### config.mk
export PLATFORM = sky130hd
export DESIGN_NAME = tx_frontend
export DESIGN_NICKNAME = d
export VERILOG_FILES = /design/src/rtl/tx_frontend_pkg.sv /design/src/rtl/round_and_clip.sv /design/src/rtl/tx_frontend.sv
export SDC_FILE = /design/constraint.sdc
export NUM_CORES = 1
export LEC_CHECK = 0
export CORE_MARGIN = 4
export CORE_UTILIZATION = 31
export CTS_BUF_LIST = sky130_fd_sc_hd__clkbuf_2
export CTS_CLUSTER_SIZE = 20
export DETAILED_ROUTE_END_ITERATION = 8
export DONT_BUFFER_PORTS = 1
export SLEW_MARGIN = 20
export SYNTH_ARGS = -nofsm -noshare
export SYNTH_HDL_FRONTEND = slang
export SYNTH_SLANG_ARGS = --single-unit
### constraint.sdc
create_clock -name clk -period 4.85 [get_ports clk]
set_input_delay 0.2425 -clock clk [delete_from_list [all_inputs] [get_ports clk]]
set_output_delay 0.2425 -clock clk [all_outputs]
set_load 0.02 [all_outputs]
### src/rtl/tx_frontend_pkg.sv
// tx_frontend_pkg: register map offsets, datapath widths and 24-bit saturation
// helpers shared by the tx_frontend pipeline.
package tx_frontend_pkg;

  localparam int REG_DC_I  = 0;
  localparam int REG_DC_Q  = 1;
  localparam int REG_MAG   = 2;
  localparam int REG_PHASE = 3;
  localparam int REG_SWAP  = 4;

  localparam int IW = 24;  // internal sample width
  localparam int CW = 18;  // correction coefficient width

  typedef logic signed [IW-1:0] sample_t;

  typedef struct packed {
    logic    vld;
    sample_t i;
    sample_t q;
  } stage_t;

  // Sign-extended 25-bit sum of two samples; the carry bit exposes overflow.
  function automatic logic [IW:0] wide_add(input logic [IW-1:0] a, input logic [IW-1:0] b);
    return {a[IW-1], a} + {b[IW-1], b};
  endfunction

  function automatic logic sat_ovf(input logic [IW:0] x);
    return x[IW] ^ x[IW-1];
  endfunction

  function automatic sample_t sat_clip(input logic [IW:0] x);
    if (x[IW] ^ x[IW-1])
      return x[IW] ? sample_t'({1'b1, {(IW-1){1'b0}}}) : sample_t'({1'b0, {(IW-1){1'b1}}});
    return sample_t'(x[IW-1:0]);
  endfunction

endpackage

### src/rtl/round_and_clip.sv
// round_and_clip: round-half-up a signed WIDTH_IN sample to WIDTH_OUT bits and
// saturate; clip flags when saturation was needed. Requires WIDTH_OUT < WIDTH_IN.
module round_and_clip #(
  parameter int WIDTH_IN  = 24,
  parameter int WIDTH_OUT = 16
) (
  input  logic signed [WIDTH_IN-1:0]  din,
  output logic signed [WIDTH_OUT-1:0] dout,
  output logic                        clip
);

  localparam int SH = WIDTH_IN - WIDTH_OUT;
  localparam logic [WIDTH_IN:0] HALF = (WIDTH_IN + 1)'(1) << (SH - 1);

  logic [WIDTH_IN:0]  sum;
  logic [WIDTH_OUT:0] shr;
  logic               unused_lsb;

  assign sum        = {din[WIDTH_IN-1], din} + HALF;
  assign shr        = sum[WIDTH_IN:SH];
  assign unused_lsb = ^sum[SH-1:0];

  // NOTE: every output of a combinational block gets a default first so no path
  // leaves it unassigned, which would otherwise infer a latch.
  always_comb begin
    clip = shr[WIDTH_OUT] ^ shr[WIDTH_OUT-1];
    dout = shr[WIDTH_OUT-1:0];
    if (clip)
      dout = shr[WIDTH_OUT] ? {1'b1, {(WIDTH_OUT-1){1'b0}}} : {1'b0, {(WIDTH_OUT-1){1'b1}}};
  end

endmodule

### src/rtl/tx_frontend.sv
// tx_frontend: TX DAC front end -- optional IQ-imbalance correction, DC offset,
// rounding/saturation and IQ swap. Define TX_FRONTEND_IQCOMP_EN for IQ correction.
module tx_frontend
  import tx_frontend_pkg::*;
#(
  parameter int BASE      = 0,
  parameter int WIDTH_OUT = 16
) (
  input  logic                        clk,
  input  logic                        rst,
  input  logic                        set_stb,
  input  logic [7:0]                  set_addr,
  input  logic [31:0]                 set_data,
  input  logic signed [IW-1:0]        i_in,
  input  logic signed [IW-1:0]        q_in,
  input  logic                        in_stb,
  input  logic                        run,
  output logic signed [WIDTH_OUT-1:0] dac_a,
  output logic signed [WIDTH_OUT-1:0] dac_b,
  output logic                        out_stb,
  output logic [31:0]                 debug
);

  sample_t dc_i, dc_q;
  logic    swap_iq, clip_i, clip_q;
  logic    wr_dc_i, wr_dc_q, wr_swap, unused_data;

  assign wr_dc_i     = set_stb && (set_addr == 8'(BASE + REG_DC_I));
  assign wr_dc_q     = set_stb && (set_addr == 8'(BASE + REG_DC_Q));
  assign wr_swap     = set_stb && (set_addr == 8'(BASE + REG_SWAP));
  assign unused_data = ^set_data[31:24];

  // NOTE: sequential state uses non-blocking assignments so every register
  // samples the pre-edge values regardless of block ordering.
  always_ff @(posedge clk or posedge rst) begin
    if (rst) begin
      dc_i    <= '0;
      dc_q    <= '0;
      swap_iq <= 1'b0;
    end else begin
      if (wr_dc_i) dc_i <= set_data[IW-1:0];
      if (wr_dc_q) dc_q <= set_data[IW-1:0];
      if (wr_swap) swap_iq <= set_data[0];
    end
  end

  // Stage 1: capture; run=0 substitutes zero baseband so DC calibration still flows.
  stage_t s1;
  always_ff @(posedge clk or posedge rst) begin
    if (rst) s1 <= '0;
    else     s1 <= '{vld: in_stb, i: run ? i_in : '0, q: run ? q_in : '0};
  end

  stage_t pre_dc;
  logic   clip3_i, clip3_q;

`ifdef TX_FRONTEND_IQCOMP_EN
  logic signed [CW-1:0]   mag_corr, phase_corr;
  logic signed [2*CW-1:0] corr_i, corr_q;
  logic [IW:0]            sum3_i, sum3_q;
  stage_t                 s2, s3;
  logic                   unused_corr;

  always_ff @(posedge clk or posedge rst) begin
    if (rst) begin
      mag_corr   <= '0;
      phase_corr <= '0;
    end else begin
      if (set_stb && (set_addr == 8'(BASE + REG_MAG)))   mag_corr   <= set_data[CW-1:0];
      if (set_stb && (set_addr == 8'(BASE + REG_PHASE))) phase_corr <= set_data[CW-1:0];
    end
  end

  // Stage 2: both corrections are driven by the I sample (gain on I, leakage into Q).
  always_ff @(posedge clk or posedge rst) begin
    if (rst) begin
      s2     <= '0;
      corr_i <= '0;
      corr_q <= '0;
    end else begin
      s2     <= s1;
      corr_i <= (2*CW)'($signed(s1.i[IW-1 -: CW])) * (2*CW)'(mag_corr);
      corr_q <= (2*CW)'($signed(s1.i[IW-1 -: CW])) * (2*CW)'(phase_corr);
    end
  end

  assign sum3_i      = wide_add(s2.i, corr_i[2*CW-1 -: IW]);
  assign sum3_q      = wide_add(s2.q, corr_q[2*CW-1 -: IW]);
  assign clip3_i     = s2.vld & sat_ovf(sum3_i);
  assign clip3_q     = s2.vld & sat_ovf(sum3_q);
  assign unused_corr = ^{corr_i[2*CW-IW-1:0], corr_q[2*CW-IW-1:0]};

  always_ff @(posedge clk or posedge rst) begin
    if (rst) s3 <= '0;
    else     s3 <= '{vld: s2.vld, i: sat_clip(sum3_i), q: sat_clip(sum3_q)};
  end

  assign pre_dc = s3;
`else
  assign pre_dc  = s1;
  assign clip3_i = 1'b0;
  assign clip3_q = 1'b0;
`endif

  // Stage 4: DC offset for LO-leakage cancellation.
  logic [IW:0] sum4_i, sum4_q;
  stage_t      s4;

  assign sum4_i = wide_add(pre_dc.i, dc_i);
  assign sum4_q = wide_add(pre_dc.q, dc_q);

  always_ff @(posedge clk or posedge rst) begin
    if (rst) s4 <= '0;
    else     s4 <= '{vld: pre_dc.vld, i: sat_clip(sum4_i), q: sat_clip(sum4_q)};
  end

  // Stage 5: round to DAC width; outputs hold between strobes.
  logic signed [WIDTH_OUT-1:0] rnd_i, rnd_q;
  logic                        clip5_i, clip5_q;

  round_and_clip #(.WIDTH_IN(IW), .WIDTH_OUT(WIDTH_OUT)) u_rnd_i (
    .din(s4.i), .dout(rnd_i), .clip(clip5_i)
  );
  round_and_clip #(.WIDTH_IN(IW), .WIDTH_OUT(WIDTH_OUT)) u_rnd_q (
    .din(s4.q), .dout(rnd_q), .clip(clip5_q)
  );

  always_ff @(posedge clk or posedge rst) begin
    if (rst) begin
      out_stb <= 1'b0;
      dac_a   <= '0;
      dac_b   <= '0;
    end else begin
      out_stb <= s4.vld;
      if (s4.vld) begin
        dac_a <= swap_iq ? rnd_q : rnd_i;
        dac_b <= swap_iq ? rnd_i : rnd_q;
      end
    end
  end

  // Sticky per-channel clip flags (pre-swap channel naming); swap write clears.
  always_ff @(posedge clk or posedge rst) begin
    if (rst) begin
      clip_i <= 1'b0;
      clip_q <= 1'b0;
    end else if (wr_swap) begin
      clip_i <= 1'b0;
      clip_q <= 1'b0;
    end else begin
      clip_i <= clip_i | clip3_i | (pre_dc.vld & sat_ovf(sum4_i)) | (s4.vld & clip5_i);
      clip_q <= clip_q | clip3_q | (pre_dc.vld & sat_ovf(sum4_q)) | (s4.vld & clip5_q);
    end
  end

  // debug: [31] out_stb, [30] run, [29] swap_iq, [28] clip_i, [27] clip_q.
  assign debug = {out_stb, run, swap_iq, clip_i, clip_q, 27'b0};

endmodule

======== Yosys cells after proc, flatten, opt, wreduce, memory -nomap -nowiden ========
Cells that the tools add are included.
cells by class
  $add $sub $neg .......................... 4
  equality and inequality tests ........... 2
  multiplexer cells ....................... 18
  bitwise operators ....................... 12
  reduce and logical (&&, ||, !) cells .... 4
operator list
  cell                                                                    number
  24-bit 2-to-1 mux                                                       8
  16-bit 2-to-1 mux                                                       6
  24-bit by 24-bit adder with 25-bit output                               2
  24-bit by 9-bit adder with 25-bit output (second input constant)        2
  8-bit by 1-bit equality test with 1-bit output (second input constant)  1
  8-bit by 3-bit equality test with 1-bit output (second input constant)  1
  8-bit logical NOT                                                       1
  1-bit bitwise AND                                                       4
  1-bit 2-to-1 mux                                                        4
  1-bit bitwise OR                                                        4
  1-bit bitwise XOR                                                       4
  1-bit logical AND                                                       3
word-level totals
  register bits after elaboration ......... 182
  bits of input ports ..................... 93
  output and inout port bits .............. 65
  word-level logic and storage cells ...... 54

======== Depth between registers and ports, before layout ========
Gate-level depths: netlist of run 1.
  depth in word-level cells ............... 6
  mapped depth ............................ 11
  mapped depth without buffers ............ 9

======== Modules after synthesis ========
Synthesis of run 1 repeated with hierarchy kept, for this count alone.
second synthesis, totals
  cell total of the unflattened synthesis .. 1138
  area, all modules ....................... 11193.2 um2
modules (own cells, without submodules)
  module          times used  cells each  area each (um2)  sequential area each (um2)
  tx_frontend     1           960         10074.7          4554.4
  round_and_clip  2           89          559.3            0.0

======== Worst setup path after synthesis of run 1 ========
Ideal clock, no wire load.
  path kind ............................... register to register
  start point ............................. reg dc_i[8]
  end point ............................... reg s4[32] in the netlist's numbering
  arrival time ............................ 2.350 ns
  required time ........................... 4.722 ns
  path slack .............................. 2.372 ns
  cell stages (with the launch flop) ...... 12
  path buffers ............................ 2
  path through ............................ dfrtp_1 -> ha_1 -> clkbuf_2 -> a211oi_1 -> o21a_1 -> o21ai_1 -> o2bb2ai_2 -> a21boi_2 -> o21ba_2 -> mux2i_2 -> buf_4 -> o21ai_0
between the ends
  cells in the longest elaborated chain, start to end .. 4
  elaborated cells between the ends (all ways) .. 6
  classes of those cells .................. 1 x add/sub; 4 x mux; 1 x bitwise
RTL lines
  what                                                           RTL line                                      source
  start: declaration                                             tx_frontend.sv:24                             sample_t dc_i, dc_q;
  start signal: assignment                                       tx_frontend.sv:41                             if (wr_dc_i) dc_i <= set_data[IW-1:0];
  24-bit by 24-bit adder with 25-bit output *                    tx_frontend_pkg.sv:24                         return {a[IW-1], a} + {b[IW-1], b};
  24-bit 2-to-1 mux / 1-bit bitwise XOR (equally long branches)  tx_frontend_pkg.sv:33, tx_frontend_pkg.sv:32
  24-bit 2-to-1 mux / 1-bit 2-to-1 mux (equally long branches)   tx_frontend_pkg.sv:32                         if (x[IW] ^ x[IW-1])
  24-bit 2-to-1 mux *                                            tx_frontend_pkg.sv:34                         return sample_t'(x[IW-1:0]);
  end signal: assignment                                         tx_frontend.sv:114                            else s4 <= '{vld: pre_dc.vld, i: sat_clip(sum4_i), q: sat_clip(sum4_q)};
  end: declaration                                               tx_frontend.sv:107                            stage_t s4;
Every way passes the cells marked *; elsewhere a longest branch is shown, timed or not. The select of a mux whose other input is x is not followed.
A chain may end at the register's enable or synchronous reset.

======== Final worst setup path of run 1 ========
  start point ............................. in set_addr[5]
  end point ............................... reg swap_iq
between the ends
  cells in the longest elaborated chain, start to end .. 2
RTL lines
  what                                            RTL line           source
  start: declaration                              tx_frontend.sv:12  input logic [7:0] set_addr,
  8-bit by 3-bit equality test with 1-bit output  tx_frontend.sv:30  assign wr_swap = set_stb && (set_addr == 8'(BASE + REG_SWAP));
  1-bit logical AND                               tx_frontend.sv:30
  end signal: assignment                          tx_frontend.sv:43  if (wr_swap) swap_iq <= set_data[0];
  end: declaration                                tx_frontend.sv:25  logic swap_iq, clip_i, clip_q;
Every way passes these cells.

==> results of run 1 <==
[cell usage after synthesis (10+ instances only)]
library cell	number
sky130_fd_sc_hd__dfrtp_1	168
sky130_fd_sc_hd__mux2_2	62
sky130_fd_sc_hd__a21oi_1	55
sky130_fd_sc_hd__and2_1	53
sky130_fd_sc_hd__ha_1	48
sky130_fd_sc_hd__nor2_1	41
sky130_fd_sc_hd__buf_4	33
sky130_fd_sc_hd__nand2_1	33
sky130_fd_sc_hd__xnor2_1	28
sky130_fd_sc_hd__nand3_1	25
sky130_fd_sc_hd__o21ai_0	23
sky130_fd_sc_hd__xor2_1	22
sky130_fd_sc_hd__clkbuf_1	18
sky130_fd_sc_hd__a22oi_1	16
sky130_fd_sc_hd__nand2b_1	14
sky130_fd_sc_hd__a21o_1	13
sky130_fd_sc_hd__inv_1	10
sky130_fd_sc_hd__nand4_1	10
sky130_fd_sc_hd__o21a_1	10
[repair_timing]
action,in CTS,in global routing
gates resized for setup,0,0
endpoints found under the hold margin,207,0
endpoints found under the setup margin,0,0
hold buffers,137,0
[worst max-delay path, cell delays in order]
cell                            delay, ns
sky130_fd_sc_hd__dlygate4sd3_1       0.53
sky130_fd_sc_hd__nor3_1              0.14
sky130_fd_sc_hd__dlygate4sd3_1       0.58
sky130_fd_sc_hd__nand2_1             0.09
sky130_fd_sc_hd__dlygate4sd3_1       0.59
sky130_fd_sc_hd__nor3b_1             0.59
sky130_fd_sc_hd__nand2_1             0.12
sky130_fd_sc_hd__dlygate4sd3_1       0.58
sky130_fd_sc_hd__o21ai_0             0.07
sky130_fd_sc_hd__dlygate4sd3_1       0.57
[final timing paths]
check	slack [ns]	cells after the start	end	from
worst min register to register	0.45	0	s4[48]	pre_dc[48]
worst max-delay path	1.44	10	swap_iq	set_addr[5]
max in group asynchronous	3.81	3	s4[47]	rst
worst max register to register	1.66	9	s4[33]	dc_i[6]
worst min-delay path	0.12	2	dac_b[7]	rst
min in group clk	0.16	4	dc_q[0]	set_addr[2]
[metal layers]
layer / track usage, % / vias up / part of all wire (%)
met5: 0 / - / 0.18
met2: 22.1 / 173 / 46
li1: - / 3184 / -
met4: 2.81 / 8 / 0.80
met3: 4.11 / 16 / 6.9
met1: 19.4 / 3143 / 46
[cell families (layout without fill, tap and decap cells)]
family,Yosys count,count (layout)
AND/OR/NAND/NOR,226,226
AO/OA/AOI/OAI,192,192
flip-flops,168,168
buffers and inverters,70,184
multiplexers,65,65
XOR/XNOR,51,51
adder cells (fa/ha/maj),49,49
other,1,33
[power groups by stage]
stage	Combinational [W]	Clock, W	Sequential [W]
floorplan	0.000398	0	0.00171
CTS	0.000554	0.000822	0.00174
global route	0.000617	0.000892	0.00176
finish	0.000555	0.000798	0.00173
detailed placement	0.000453	0	0.00176
global placement	0.000446	0	0.00176
[layout make-up]
class                   count  share of cell area (%)
well taps                 384                    4.41
repair buffers            142                    13.0
clock inverters            13                    1.47
diodes                      6                   0.138
inverters                  11                   0.448
multi-input cells         610                    41.1
clock buffers              18                   0.827
flip-flops and latches    168                    38.6
[state kept, by name, summed over array words and instances (netlist names)]
register  flops
pre_dc       49
s4           35
dc_i         24
dc_q         24
dac_a        16
dac_b        16
clip_i        1
clip_q        1
out_stb       1
swap_iq       1
[per-stage QoR]
stage | hold WS [ns] | total power [W] | instances
3_3_place_gp | 0.274 | 0.00221 | 1178
4_1_cts | 0.0588 | 0.00311 | 1346
5_1_grt | 0.0590 | 0.00326 | 1352
3_5_place_dp | 0.274 | 0.00222 | 1178
2_1_floorplan | 0.274 | 0.00210 | 848
6_report | 0.119 | 0.00308 | 1352
==> impl_summary.txt, run 1 <==
----------------------------------------------------
[STA]
  Tcrit/Tclk final ... a little over two thirds
  Min Tclk post-route ... about 3.4 ns
  Crit path setup slack, layout ... roughly 1.4 ns
  Pin slew with the least headroom to its limit ... between 0.7 and 0.8 ns
  Setup repair after global routing missed its margin ... false
  Worst Clk Skew ... between 0.04 and 0.05 ns
  Setup violations, final ... 0
  Max Slew Vio Count ... 0
  Setup TNS ... 0 ns
  Highest achievable clock rate ... just under 300 MHz
  Worst slew margin ... 51.3%
  Hold Violations, Final ... 0

[Detailed routing]
  Final wirelength ... about 22000 um
  Detailed-route wire length per cell ... 16.4 um
  Detailed-route via count ... between 6000 and 7000
  Iteration-0 DRC count of the detailed router ... ~360
  Post-route DRC violation count ... 0
  Post-DRT Antenna Nets ... 0
  Drt first pass iters ... 7
  Via-per-instance ratio ... 4.83

[Placement]
  Total placed instance area ... 9240 sq um
  Post-placement worst setup slack ... approximately 1.8 ns
  DP HPWL ... ~16000 um
  Final Wtd Congestion ... 0.816
  Port Buf Inserts ... 0

[Cells and area]
  Most used cells in the layout excluding fill and tap cells ... 168 x sky130_fd_sc_hd__dfrtp_1, 136 x sky130_fd_sc_hd__dlygate4sd3_1, 62 x sky130_fd_sc_hd__mux2_2, 55 x sky130_fd_sc_hd__a21oi_1, 53 x sky130_fd_sc_hd__and2_1
  Final #Nets ... approximately 1100
  Multi-input gate area in the final layout ... about 4500 sq um
  Finished Core Util ... roughly two fifths
  Summed area of non-filler cells in the final layout ... between 10000 and 15000 sq um
  Flip-flop and latch area ... between 4000 and 5000 sq um
  Most common cell after layout, fill and taps aside ... sky130_fd_sc_hd__dfrtp_1
  Fraction of final layout cells with drive strength greater than 1 ... 14.1%
  Fill cell total of the finished layout ... around 2800
  Layout Area Growth over Synthesis ... 21.3%

[Clock tree]
  CTS H-tree depth ... 4
  TritonCTS buffer count ... 17
  Root buffer cell ... sky130_fd_sc_hd__clkbuf_2
  Number of clock sinks ... 168
  Clock slew at reported path FFs ... between 0.2 and 0.3 ns
  CTS Buffer Depth ... 2
  CTS tree ... done
  Insertion delay to the later sink of the worst-skew pair ... between 0.7 and 0.8 ns
  Buffer count from post-CTS setup fixing ... 0

[Logic synthesis]
  Post-synthesis sequential area ratio ... between 40% and 50%
  Basic-gate share of the synthesized area counting and, or, nand and nor cells ... between 10 and 15%
  Synthesized-area fraction occupied by xor and xnor cells ... just over 5%
  Most used flip-flop cell after synthesis ... sky130_fd_sc_hd__dfrtp_1
  Number of distinct library cells after synthesis ... 79
  Synthesis-stage register bit count ... about 170
  Total of warnings raised by yosys ... 0
  Dominant combinational cell family by area after synthesis ... compound AO/OA/AOI/OAI gates
  Share of cell area taken by muxes after synthesis ... around 8%
  Instance count of the mapped netlist ... between 800 and 900
  EDFF count, synth ... 0
  Share of the synthesized area in the top cell type ... between 40% and 50%
  Cell area after synthesis ... 8980 sq um
  Share of synthesized flip-flops with an asynchronous set or reset ... between 90% and 100%
  Post-synthesis compound-gate area fraction ... around 15%
  Leading cell types by total area after synthesis ... sky130_fd_sc_hd__dfrtp_1 47%, sky130_fd_sc_hd__mux2_2 7.8%, sky130_fd_sc_hd__ha_1 6.7%
  Largest area contributor in the synthesized netlist ... sky130_fd_sc_hd__dfrtp_1
  Mean post-synth cell area ... about 11 sq um
  Synth Area in Adders ... under 10%

[Die]
  Area of the core region ... around 29000 sq um
  Die X ... between 150 and 200 um
  Vertical die dimension ... about 180 um
  Die area ... approximately 32000 sq um
  Effective utilization at floorplan ... 31.4%
  Cell Rows ... between 60 and 70
  I/O pin total ... 158

[Power and ir drop]
  Net Switching ... just over 0.001 W
  Internal ... a little over 0.002 W
  Clk pwr share ... 25.9%
  Total leakage power ... between 4 and 5 nW
  Portion of total power attributed to sequential cells ... between 50% and 60%
  Pwr per Cell Area ... between 200 and 300 nW/um^2
  Combinational share of power ... between 10% and 20%
  Peak ir drop on the vdd network ... approximately 0.19 mV
  Proportion of total power due to net switching ... about 33%

[Worst setup path]
  Type of the setup path with the least slack ... primary input to flop
  CP Launch Type ... primary input
  Data arrival, critical path ... about 4 ns
  Required time at the endpoint of the critical path ... between 5 and 6 ns
  CP endpoint kind ... flop
  Maximum fanout encountered on the critical timing path ... 5

[Global route]
  Largest net degree at the start of global routing ... 110
  Total global routing track utilization ... roughly 14%
  Vias in the first global route ... 6419
  Antenna violations before repair ... 10
  Leftover overflow at the end of global routing ... 0
  Global-route wire length before repair ... between 30000 and 40000 um

[Run status]
  Run status ... completed

[Min path]
  Worst hold path type ... primary input to asynchronous set/reset pin

[Flow run]
  # Max-Cap Violations ... 0

----------------------------------------------------
Power figures use the tool's default switching activity.
==> run 2: changes to the inputs <==
- ABC_AREA: unset -> 1
- clock period: 4.85 -> 2.9 ns (I/O delays scaled with it)
==> impl_summary.txt, run 2 <==
----------------------------------------------------
[Power and ir drop]
  Net Switching ... 0.00183 W (+78%)
  Portion of total power attributed to sequential cells ... 49.8% (-6.3 points)
  Internal ... 0.00394 W (+91%)
  Combinational share of power ... 20.1% (+2.1 points)
  Total leakage power ... 6.38 nW (+28%)
  Proportion of total power due to net switching ... 31.7% (-1.6 points)
  Pwr per Cell Area ... 471 nW/um^2 (+66%)
  Clk pwr share ... 30.0% (+4.1 points)
  Peak ir drop on the vdd network ... 0.467 mV (+150%)

[Placement]
  DP HPWL ... 20700 um (+27%)
  Post-placement worst setup slack ... 0.453 ns (-1.33 ns)
  Final Wtd Congestion ... 0.904 (+11%)
  Port Buf Inserts ... 0 (unchanged)

[Logic synthesis]
  Mean post-synth cell area ... 7.54 sq um (-31%)
  Instance count of the mapped netlist ... 1341 (+63%)
  Cell area after synthesis ... 10100 sq um (+13%)
  Post-synthesis sequential area ratio ... 41.6% (-5.2 points)
  Most common cell in the netlist ... sky130_fd_sc_hd__nand2_1
  Commonest cells in the synthesized netlist ... 439 x sky130_fd_sc_hd__nand2_1, 168 x sky130_fd_sc_hd__dfrtp_1, 157 x sky130_fd_sc_hd__inv_1
  Share of synthesized flip-flops with an asynchronous set or reset ... 100% (unchanged)
  Total of warnings raised by yosys ... 0 (unchanged)
  Largest area contributor in the synthesized netlist ... sky130_fd_sc_hd__dfrtp_1
  Number of distinct library cells after synthesis ... 40 (-49%)
  Synthesis-stage register bit count ... 168 (unchanged)
  Share of the synthesized area in the top cell type ... 41.6% (-5.2 points)
  EDFF count, synth ... 0 (unchanged)
  Leading cell types by total area after synthesis ... sky130_fd_sc_hd__dfrtp_1 42%, sky130_fd_sc_hd__nand2_1 16%, sky130_fd_sc_hd__ha_1 5.9%
  Most used flip-flop cell after synthesis ... sky130_fd_sc_hd__dfrtp_1

[Run status]
  Run status ... completed

[Flow run]
  # Max-Cap Violations ... 0 (unchanged)

[Global route]
  Global-route wire length before repair ... 45600 um (+30%)
  Vias in the first global route ... 8642 (+35%)
  Total global routing track utilization ... 15.8% (+1.8 points)
  Leftover overflow at the end of global routing ... 0 (unchanged)
  Largest net degree at the start of global routing ... 71 (-35%)
  Antenna violations before repair ... 3 (-7)

[Detailed routing]
  Via-per-instance ratio ... 4.58 (-5.0%)
  Final wirelength ... 27800 um (+25%)
  Detailed-route wire length per cell ... 14.5 um (-12%)
  Detailed-route via count ... 8810 (+35%)
  Iteration-0 DRC count of the detailed router ... 548 (+53%)
  Post-DRT Antenna Nets ... 0 (unchanged)
  Drt first pass iters ... 7 (unchanged)
  Post-route DRC violation count ... 0 (unchanged)

[Worst setup path]
  Number of buffer and inverter stages on the critical path ... 5 (unchanged)
  Required time at the endpoint of the critical path ... 3.57 ns (-1.97 ns)
  Data arrival, critical path ... 3.28 ns (-0.82 ns)
  CP endpoint kind ... flop
  Cell breakdown of the critical path ... dlygate4sd3_1, nor4_2, dlygate4sd3_1, nand3b_1, dlygate4sd3_1, buf_4, nand2_1, o21ai_0, dlygate4sd3_1
  Top cell by count, worst path ... sky130_fd_sc_hd__dlygate4sd3_1
  Path length in cells of the critical path ... 9 (-1)
  Slowest cell on the critical path ... sky130_fd_sc_hd__dlygate4sd3_1
  Cell depth of the worst flop-to-flop path ... 13 (+4)
  CP Launch Type ... primary input
  Type of the setup path with the least slack ... primary input to flop
  Maximum fanout encountered on the critical timing path ... 48 (+43)
  R2R Setup Slk ... 0.40 ns (-1.26 ns)
  Slowest Stage Delay on Critical Path ... 0.61 ns (+0.02 ns)
  Kind of cell adding the most delay to the critical path ... buffers and inverters

[Die]
  Die X ... 189 um (+5.8%)
  I/O pin total ... 158 (unchanged)
  Effective utilization at floorplan ... 31.7% (+0.34 points)
  Vertical die dimension ... 189 um (+5.8%)
  Area of the core region ... 31900 sq um (+11%)
  Cell Rows ... 65 (+4.8%)
  Die area ... 35600 sq um (+12%)

[Cells and area]
  Fraction of final layout cells with drive strength greater than 1 ... 4.92% (-9.2 points)
  Most common cell after layout, fill and taps aside ... sky130_fd_sc_hd__nand2_1
  Flip-flop and latch area ... 4200 sq um (unchanged)
  Most used cells in the layout excluding fill and tap cells ... 439 x sky130_fd_sc_hd__nand2_1, 168 x sky130_fd_sc_hd__dfrtp_1, 156 x sky130_fd_sc_hd__inv_1, 142 x sky130_fd_sc_hd__dlygate4sd3_1, 90 x sky130_fd_sc_hd__nand3_1
  Finished Core Util ... 38.4% (+0.31 points)
  Final #Nets ... 1612 (+48%)
  Layout Area Growth over Synthesis ... 20.9%
  Multi-input gate area in the final layout ... 4960 sq um (+11%)
  Number of flip-flops in the largest register ... 49 (unchanged)
  Fill cell total of the finished layout ... 3364 (+21%)

[Clock tree]
  CTS tree ... done
  CTS H-tree depth ... 4 (unchanged)
  Insertion delay to the later sink of the worst-skew pair ... 0.76 ns (about the same)
  Number of clock sinks ... 168 (unchanged)
  Clock slew at reported path FFs ... 0.23 ns (-0.05 ns)
  Root buffer cell ... sky130_fd_sc_hd__clkbuf_2
  CTS Buffer Depth ... 2 (unchanged)
  Post-CTS Hold Fix Bufs ... 143 (+4.4%)
  TritonCTS buffer count ... 17 (unchanged)
  Buffer count from post-CTS setup fixing ... 0 (unchanged)
  Total of cells resized after clock tree synthesis ... 0 (unchanged)

[STA]
  Min Tclk post-route ... between 2 and 3 ns
  Tcrit/Tclk final ... 89.9%
  Worst Clk Skew ... 0.0349 ns (-0.00897 ns)
  Pin slew with the least headroom to its limit ... 0.936 ns (+0.206 ns)
  Max Slew Vio Count ... 0 (unchanged)
  Crit path setup slack, layout ... 0.292 ns (-1.15 ns)
  Setup repair after global routing missed its margin ... false
  Setup TNS ... 0 ns (unchanged)
  Worst slew margin ... 37.5% (-14 points)
  Setup violations, final ... 0 (unchanged)
  Hold Violations, Final ... 0 (unchanged)
  Highest achievable clock rate ... ~380 MHz

[Min path]
  Worst hold path type ... primary input to asynchronous set/reset pin

----------------------------------------------------
## run 2: changes by cell type in the layout (fill, tap and decap cells not counted), sizes merged, moves of 47 or more
cell,delta
o21ai,+50
inv,+141
and2,-52
nand2,+411
mux2,-62
nor2,+47
nand3,+68
## run 2: per-layer routing
metal  track usage [%]  vias up  wire length [um]  part of all wire, %
met5                 0        -                14                0.050
met3              3.69       28              1840                  6.6
met2              24.4      265             12200                   44
met4              3.56        2               487                  1.8
li1                  -     4450                 -                    -
met1              22.7     4065             13300                   48
## run 2: cells by family after synthesis
family	Yosys count	synth area share [%]
simple gates	666	27.6
buf+inv	229	10.3
compound gates	169	9.37
flops	168	41.6
xor+xnor	60	5.20
fa+ha+maj	48	5.94
other cells	1	0.0371
## run 2: tightest hold or removal path: cells and delay by family
kind     cells  cell delay, ns
buf+inv      3            1.09
## run 2: power by group through the flow
stage	combinational [W]	sequential, W	clock, W
after global routing	0.00131	0.00291	0.00187
after global placement	0.000980	0.00292	0
after floorplan	0.000813	0.00285	0
final	0.00116	0.00287	0.00173
after CTS	0.00116	0.00288	0.00178
after detailed placement	0.000989	0.00292	0
## run 2: metrics by stage
step / total power, W / hold slack (ns) / cells / instance area (sq um)
3_3_place_gp: 0.00390 / 0.0392 / 1744 / 10400
4_1_cts: 0.00582 / 0.00268 / 1919 / 12200
5_1_grt: 0.00609 / 0.0158 / 1921 / 12200
6_report: 0.00576 / 0.0408 / 1922 / 12200
3_5_place_dp: 0.00391 / 0.0275 / 1744 / 10400
2_1_floorplan: 0.00367 / 0.176 / 1367 / 10200
## run 2: path summary, 6_finish.rpt
kind                             startpoint       end
worst max-delay path            set_addr[2]  dc_q[18]
worst min register to register   pre_dc[48]    s4[48]
max in group asynchronous               rst  dac_a[6]
worst max register to register     dc_i[14]    s4[45]
min in group clk                set_data[2]   dc_q[2]
worst min-delay path                    rst    s4[32]
## run 2: cell type report
cell class | count | share of cell area (%)
multi-input combinational | 970 | 40.6
sequential | 168 | 34.4
timing repair buffer | 155 | 12.6
inverter | 159 | 4.91
tap | 435 | 4.45
clock inverter | 14 | 2.25
clock buffer | 18 | 0.737
antenna | 3 | 0.0614
